===== config.mk =====
export PLATFORM = sky130hd
export DESIGN_NAME = pipe_stage_buf
export DESIGN_NICKNAME = d
export VERILOG_FILES = /design/src/rtl/pipe_stage_buf.sv
export SDC_FILE = /design/constraint.sdc
export NUM_CORES = 1
export LEC_CHECK = 0
export CORE_MARGIN = 2
export CORE_UTILIZATION = 35
export CTS_CLUSTER_SIZE = 16
export DETAILED_ROUTE_END_ITERATION = 10
export PLACE_DENSITY = 0.57
export SLEW_MARGIN = 15
export SYNTH_ARGS = -nofsm -noshare
export SYNTH_HDL_FRONTEND = slang
export SYNTH_SLANG_ARGS = --single-unit

===== constraint.sdc =====
create_clock -name clk_i -period 2.9 [get_ports clk_i]
set_input_delay 0.29 -clock clk_i [delete_from_list [all_inputs] [get_ports clk_i]]
set_output_delay 0.29 -clock clk_i [all_outputs]
set_load 0.02 [all_outputs]

===== src/rtl/pipe_stage_buf.sv =====
// pipe_stage_buf -- inter-stage pipeline buffer (IF/ID, ID/EX, ...)
//
// This buffer carries an instruction word and its PC between CPU stages. It
// uses a valid/ready handshake, a hazard stall and a flush. It also keeps a
// saturating count of the valid entries that flushes have squashed.
// With SKID=1 it holds up to two entries (head + skid) and ready_o is registered.
// With SKID=0 it is a single register and ready_o is combinational.
//
// Ports:
//   clk_i, rst_n_i          clock (rising edge), async active-low reset
//   valid_i/ready_o         upstream handshake; inst_i, pc_i upstream payload
//   flush_i                 squash everything held (and this cycle's input)
//   stall_i                 freeze the head, block drain, still accept if space
//   valid_o/ready_i         downstream handshake; inst_o, pc_o head payload
//   occ_o                   entries held (0..2)
//   drop_cnt_o              valid entries discarded by flush, saturating
module pipe_stage_buf #(
  parameter int               INST_W   = 32,
  parameter int               PC_W     = 32,
  parameter bit               SKID     = 1'b1,
  parameter logic [INST_W-1:0] NOP_INST = '0,
  parameter int               CNT_W    = 8
) (
  input  logic              clk_i,
  input  logic              rst_n_i,
  input  logic              valid_i,
  output logic              ready_o,
  input  logic [INST_W-1:0] inst_i,
  input  logic [PC_W-1:0]   pc_i,
  input  logic              flush_i,
  input  logic              stall_i,
  output logic              valid_o,
  input  logic              ready_i,
  output logic [INST_W-1:0] inst_o,
  output logic [PC_W-1:0]   pc_o,
  output logic [1:0]        occ_o,
  output logic [CNT_W-1:0]  drop_cnt_o
);

  // The state encoding equals the occupancy, so occ_o is the state itself.
  typedef enum logic [1:0] {
    ST_EMPTY = 2'd0,
    ST_FULL  = 2'd1,
    ST_SKID  = 2'd2
  } state_t;

  localparam logic [CNT_W:0] CNT_MAX = {1'b0, {CNT_W{1'b1}}};

  state_t              r_st,    w_st_nxt;
  logic [INST_W-1:0]   r_hinst, w_hinst_nxt;
  logic [PC_W-1:0]     r_hpc,   w_hpc_nxt;
  logic [INST_W-1:0]   r_sinst, w_sinst_nxt;
  logic [PC_W-1:0]     r_spc,   w_spc_nxt;
  logic [CNT_W-1:0]    r_drop,  w_drop_nxt;
  logic [CNT_W:0]      w_drop_sum;
  logic                w_acc, w_drn;

  assign valid_o    = (r_st != ST_EMPTY);
  assign inst_o     = r_hinst;
  assign pc_o       = r_hpc;
  assign occ_o      = r_st;
  assign drop_cnt_o = r_drop;

  assign w_drn = valid_o & ready_i & ~stall_i;
  assign w_acc = valid_i & ready_o;

  // Extra bit on the sum so saturation is a plain compare.
  assign w_drop_sum = {1'b0, r_drop} + {{(CNT_W-1){1'b0}}, r_st};

  always_comb begin
    w_st_nxt    = r_st;
    w_hinst_nxt = r_hinst;
    w_hpc_nxt   = r_hpc;
    w_sinst_nxt = r_sinst;
    w_spc_nxt   = r_spc;
    w_drop_nxt  = r_drop;
    if (flush_i) begin
      // The input is dropped even when it was accepted this cycle.
      w_st_nxt    = ST_EMPTY;
      w_hinst_nxt = NOP_INST;
      w_hpc_nxt   = '0;
      w_sinst_nxt = NOP_INST;
      w_spc_nxt   = '0;
      w_drop_nxt  = (w_drop_sum > CNT_MAX) ? CNT_MAX[CNT_W-1:0] : w_drop_sum[CNT_W-1:0];
    end else begin
      unique case (r_st)
        ST_EMPTY: begin
          if (w_acc) begin
            w_st_nxt    = ST_FULL;
            w_hinst_nxt = inst_i;
            w_hpc_nxt   = pc_i;
          end
        end
        ST_FULL: begin
          if (w_acc && w_drn) begin
            w_hinst_nxt = inst_i;
            w_hpc_nxt   = pc_i;
          end else if (w_acc) begin
            // Only reachable with SKID=1: when SKID=0, ready_o is low while full and not draining.
            w_st_nxt    = ST_SKID;
            w_sinst_nxt = inst_i;
            w_spc_nxt   = pc_i;
          end else if (w_drn) begin
            w_st_nxt    = ST_EMPTY;
            w_hinst_nxt = NOP_INST;
            w_hpc_nxt   = '0;
          end
        end
        ST_SKID: begin
          if (w_drn) begin
            w_st_nxt    = ST_FULL;
            w_hinst_nxt = r_sinst;
            w_hpc_nxt   = r_spc;
            w_sinst_nxt = NOP_INST;
            w_spc_nxt   = '0;
          end
        end
        default: w_st_nxt = ST_EMPTY;
      endcase
    end
  end

  always_ff @(posedge clk_i or negedge rst_n_i) begin
    if (!rst_n_i) begin
      r_st    <= ST_EMPTY;
      r_hinst <= NOP_INST;
      r_hpc   <= '0;
      r_sinst <= NOP_INST;
      r_spc   <= '0;
      r_drop  <= '0;
    end else begin
      r_st    <= w_st_nxt;
      r_hinst <= w_hinst_nxt;
      r_hpc   <= w_hpc_nxt;
      r_sinst <= w_sinst_nxt;
      r_spc   <= w_spc_nxt;
      r_drop  <= w_drop_nxt;
    end
  end

  generate
    if (SKID) begin : g_skid
      // Registered ready: look ahead at the next state so that ready_o never depends on ready_i.
      logic r_rdy;
      always_ff @(posedge clk_i or negedge rst_n_i) begin
        if (!rst_n_i) r_rdy <= 1'b1;
        else          r_rdy <= (w_st_nxt != ST_SKID);
      end
      assign ready_o = r_rdy;
    end else begin : g_reg
      assign ready_o = ~valid_o | w_drn;
    end
  endgenerate

endmodule


# Word-level counts from Yosys, hierarchy flattened
# Index checks and enable logic that the tools add are counted.
# totals
reg_bits	139
inputBits	70
output_inout_bits	76
wordCells	55
# op_classes
add_sub_neg	1
order_cmp	1
eq_ne	9
muxes	26
bitwise_logic	4
n_reduce_logical	7
# ops
operator	n
2-to-1 mux 32 bit	14
one-hot mux 32 bit (3 select lines)	2
one-hot mux 32 bit (2 select lines)	2
2-to-1 mux 2 bit	6
inequality test 3 bit (second input constant)	4
adder 8 x 2 -> 9 bit	1
greater-than comparator 9 x 8 -> 1 bit (second input constant)	1
2-to-1 mux 8 bit	1
inequality test 4 bit (second input constant)	2
one-hot mux 2 bit (3 select lines)	1
AND reduction 5 bit	1
AND reduction 4 bit	1
nonzero test 4 bit	1
AND 1 bit	3
nonzero test 3 bit	1
== test 2 x 1 -> 1 bit (second input constant)	1
== test 2 bit (second input constant)	1
logical NOT 2 bit	1
inequality test 2 bit (second input constant)	1
nonzero test 2 bit	1
logical AND 1 bit	1
inverter 1 bit	1

# Depth between registers and ports, before layout
# logic_depth
depth_word	9
mapped_depth	9
mapped_depth_nobuf	6

# Worst setup path after synthesis
# Ideal clock, no wire load.
# synth_path
path_kind	register to register
startpoint	register r_st[1], in the netlist occ_o[1]
endpoint	register r_sinst[21]
setup_ns	0.136
arrival_ns	2.111
t_required_ns	2.764
setup_slack_ns	0.652
stages_incl_launch_ff	10
n_path_buf	3
period_less_slack_ns	2.248
path_cell_list	dfrtp_1 -> inv_1 -> ha_1 -> or3b_1 -> buf_6 -> mux2_2 -> buf_2 -> buf_2 -> nand2_1 -> a21oi_1
# synth_via
elab_chain_cells	6
word_cells_on_any_way	13
classes_between	5 x eq/ne; 2 x mux; 2 x bitwise; 4 x reduce/logical
# synth_rtl
element	line_no	rtl
start: declaration	49	state_t r_st, w_st_nxt;
start signal: assignment	132	r_st <= w_st_nxt;
nonzero test 2 bit	58	assign valid_o = (r_st != ST_EMPTY);
AND 1 bit (2 in a row)	64	assign w_drn = valid_o & ready_i & ~stall_i;
logical AND 1 bit	95	if (w_acc && w_drn) begin
inequality test 3 bit (no source line)	n/a	
AND reduction 4 bit (no source line)	n/a	
end signal: assignment	135	r_sinst <= w_sinst_nxt;
end: declaration	52	logic [INST_W-1:0] r_sinst, w_sinst_nxt;
# Several ways; a longest one is shown, not always the timed one.
# A chain may end at the register's enable or synchronous reset.

# Worst setup path in the final report
# layout_path
startpoint	register r_st[1], in the netlist occ_o[1]
endpoint	register r_hpc[27], in the netlist pc_o[27]
# layout_via
elab_chain_cells	7
word_cells_on_any_way	16
classes_between	6 x eq/ne; 3 x mux; 2 x bitwise; 5 x reduce/logical
# layout_rtl
element	line_no	rtl
nonzero test 2 bit	58	
AND 1 bit (2 in a row)	64	
logical AND 1 bit	95	
2-to-1 mux 32 bit	95	
one-hot mux 32 bit (3 select lines)	86	unique case (r_st)
2-to-1 mux 32 bit	77	if (flush_i) begin
end signal: assignment	134	r_hpc <= w_hpc_nxt;
end: declaration	51	logic [PC_W-1:0] r_hpc, w_hpc_nxt;
# Several ways; a longest one is shown, not always the timed one.

==> flow_summary.yaml <==
yosys:
  synth-warning-count: 0
  syn-cell-area_um2: 6670
  yosysSeqAreaShare_pct: 52.2
  synth_cell_types: 37
  synth.largest_area_cell: "sky130_fd_sc_hd__dfrtp_1"
  syn-mean-instance-area_um2: 10.3
  leading_register_cell_type_out_of_synthesis: "sky130_fd_sc_hd__dfrtp_1"
  ys_seq_elements: 139
  async_set_or_reset_register_ratio_after_synthesis_pct: 100
  yosysTopAreaCellShare_pct: 51.8
  biggest_area_contributors_in_the_synthesized_netlist: "sky130_fd_sc_hd__dfrtp_1 52%, sky130_fd_sc_hd__a221oi_1 8.4%, sky130_fd_sc_hd__o2bb2ai_1 8.4%, sky130_fd_sc_hd__nor2b_1 6.0%, sky130_fd_sc_hd__nand3_1 5.2%"
  synth_enable_flop_cells: 0
  synthesized_netlist_cell_count: 650
  postSynthNetCount: 727
floorplanning:
  ios: 146
  die_y_um: 142
  placement_rows: 50
  die_outline_width_um: 142
  dieArea_um2: 20200
  floorplan.initialDensity_pct: 35.7
  placeableCoreArea_um2: 18700
timing:
  finClkSkew_ns: 0.0105
  timing.max_slew.rel_slack_pct: 27.7
  drv_slew: 0
  achievable-frequency_ghz: 0.386
  finalHoldViolations: 0
  grt_setup_unrepaired: "no"
  setup_total_negative_slack_ns: 0
  period_minus_slack_ns: 2.59
  setup_ws_ns: 0.311
  max_slew.worst_pin.slew_ns: 1.08
  final-setup-viol-count: 0
  hold-worst-slack_ns: 0.316
  share_of_the_cycle_needed_by_the_critical_path_after_routing_pct: 89.3
worst_hold_path:
  hold_depth: 2
  worst_hold_path_type: "in -> reg"
worst_setup_path:
  critPathLaunch: "occ_o[1]$_DFF_PN0_"
  critical_path.endpoint: "pc_o[27]$_DFFE_PN0P_"
  crit_fanout: 50
  worstReg2RegStart: "occ_o[1]$_DFF_PN0_"
  cp-start-kind: "register"
  endpoint_kind: "register"
  reg2reg_depth: 7
  critical_path_class: "reg -> reg"
  critical_path_required_ns: 3.23
  reg2reg_to: "pc_o[27]$_DFFE_PN0P_"
  cp_data_arrival_time_ns: 2.92
  ff2ff_setup_slack_ns: 0.31
global_routing:
  pin_count_of_the_biggest_net_entering_global_routing: 65
  antenna_found_initial: 0
  groute.usage.overall_pct: 20.4
  grt_pass1_wl_um: 32200
  vias_in_the_first_global_route: 5998
  overflow: 0
final_layout:
  num_antenna_cells: 0
  nets: 847
  most-common-layout-cells: "143 x sky130_fd_sc_hd__clkdlybuf4s50_1, 138 x sky130_fd_sc_hd__dfrtp_1, 74 x sky130_fd_sc_hd__nand2_1"
  most_frequent_standard_cell_in_the_layout_excluding_fill_and_tap_cells: "sky130_fd_sc_hd__clkdlybuf4s50_1"
  drive_gt1_share_pct: 7.80
  nFillCells: 1681
  area_growth_pct: 34.0
cts:
  clock_tree.htree_level_count: 4
  clock_latency_ns: 0.42
  cts_tree: "done"
  clk_root_buffer_cell: "sky130_fd_sc_hd__clkbuf_16"
  numClockSinks: 139
  cts-root-to-sink-buffers: 2
  clock_input_transition_at_the_sequential_cells_of_the_worst_setup_and_hold_paths_ns: 0.06
  cts-buffers-inserted: 17
drt:
  starting_drc_count_in_detailed_routing: 416
  drt-total-wl_um: 20200
  vias: 5777
  postRouteAntennaNets: 0
  route.detailed.vias_per_inst: 5.69
  top_layer_used: "met4"
  avgRoutedWirePerCell_um: 19.9
  drcViolationCount: 0
  dr_wl_met2_um: 10100
  met3_wirelength_um: 1060
  met1_length_um: 8920
  drt_first_pass_iters: 5
power_and_ir_drop:
  power.ir.vdd_worst_uv: 425
  power.leakage_nw: 3.53
  total_power_mw: 6.47
  power_density_nw_per_um2: 724
placed_design:
  post-dp-hpwl_um: 12100
  dp_worst_setup_slack_ns: 0.336
  placement.io_buffers: 145
  finalWeightedCongestion: 0.748
job:
  max_cap_violations: 0
outcome:
  outcome: "complete, no violations"
[cell families after synthesis]
| kind of cell | count (synthesis) | share of synthesized area (%) |
|---|---|---|
| DFF | 139 | 52.2 |
| muxes | 5 | 0.975 |
| xor gates and xnor gates | 4 | 0.525 |
| AOI/OAI and AO/OA | 204 | 22.9 |
| adders and majority gates | 7 | 1.43 |
| and+or+nand+nor | 225 | 17.0 |
| buffers and inverters | 66 | 5.04 |
[layout make-up]
class	count	area, um^2	share of cell area, %
Inverter	4	15.0	0.168
Clock buffer	20	457	5.11
Sequential cell	139	3480	38.9
Tap cell	234	293	3.27
Multi-Input combinational cell	445	2870	32.1
Timing Repair Buffer	163	1640	18.3
Clock inverter	11	193	2.16
[worst min path at each step]
stage / startpoint / end / slack, ns
after floorplan: rst_n_i / drop_cnt_o[0]$_DFFE_PN0P_ / -0.006
after global placement: rst_n_i / inst_o[22]$_DFFE_PN0P_ / 0.29
after detailed placement: rst_n_i / inst_o[24]$_DFFE_PN0P_ / 0.30
after CTS: flush_i / r_sinst[0]$_DFFE_PN0P_ / 0.31
after global routing: flush_i / r_spc[29]$_DFFE_PN0P_ / 0.32
final: flush_i / r_spc[30]$_DFFE_PN0P_ / 0.32
[synth_stat cells, types with 4 or more instances]
| cell type | number |
|---|---|
| sky130_fd_sc_hd__ha_1 | 6 |
| sky130_fd_sc_hd__nor2b_1 | 64 |
| sky130_fd_sc_hd__buf_2 | 28 |
| sky130_fd_sc_hd__inv_1 | 4 |
| sky130_fd_sc_hd__a221oi_1 | 64 |
| sky130_fd_sc_hd__nor3_1 | 4 |
| sky130_fd_sc_hd__a21oi_1 | 68 |
| sky130_fd_sc_hd__buf_6 | 7 |
| sky130_fd_sc_hd__nand3_1 | 69 |
| sky130_fd_sc_hd__clkbuf_1 | 24 |
| sky130_fd_sc_hd__nand2_1 | 74 |
| sky130_fd_sc_hd__dfrtp_1 | 138 |
| sky130_fd_sc_hd__o2bb2ai_1 | 64 |
| sky130_fd_sc_hd__nor2_1 | 4 |
[registers in the layout, indices dropped and copies added (netlist names)]
name / cells
ready_o: 1
r_sinst: 32
r_spc: 32
pc_o: 32
drop_cnt_o: 8
occ_o: 2
inst_o: 32
[critical path, cell delays in order, from the launching register on]
cell                        delay [ns]
sky130_fd_sc_hd__dfrtp_1          0.52
sky130_fd_sc_hd__inv_1            0.11
sky130_fd_sc_hd__ha_2             0.22
sky130_fd_sc_hd__or3b_1           0.60
sky130_fd_sc_hd__a211oi_2         0.39
sky130_fd_sc_hd__nand2b_2         0.10
sky130_fd_sc_hd__buf_4            0.32
sky130_fd_sc_hd__o2bb2ai_1        0.23
[power breakdown]
part           total [mW]  switching (mW)  internal [mW]
sequential           2.37           0.184           2.18
combinational        1.71           0.972          0.737
clock                2.40           0.830           1.57
[repair_timing]
item | in CTS | in global routing
buffers inserted | 0 | 0
endpoints found under the hold margin | 51 | 0
gates resized for setup | 0 | 0
hold buffers | 1 | 0
[per-stage QoR]
stage          utilization (%)  instances  cell area (um^2)
4_1_cts                   47.8       1016              8940
6_report                  47.8       1016              8940
2_1_floorplan                -        650              6670
3_3_place_gp              44.3        984              8280
5_1_grt                   47.8       1016              8940
3_5_place_dp              44.3        984              8280
[per-layer routing]
layer  track usage, %  vias up
met2             33.8      182
li1                 -     2658
met5                0        -
met3             4.68       15
met4             6.00        0
met1             26.8     2922
Power figures use the tool's default switching activity.
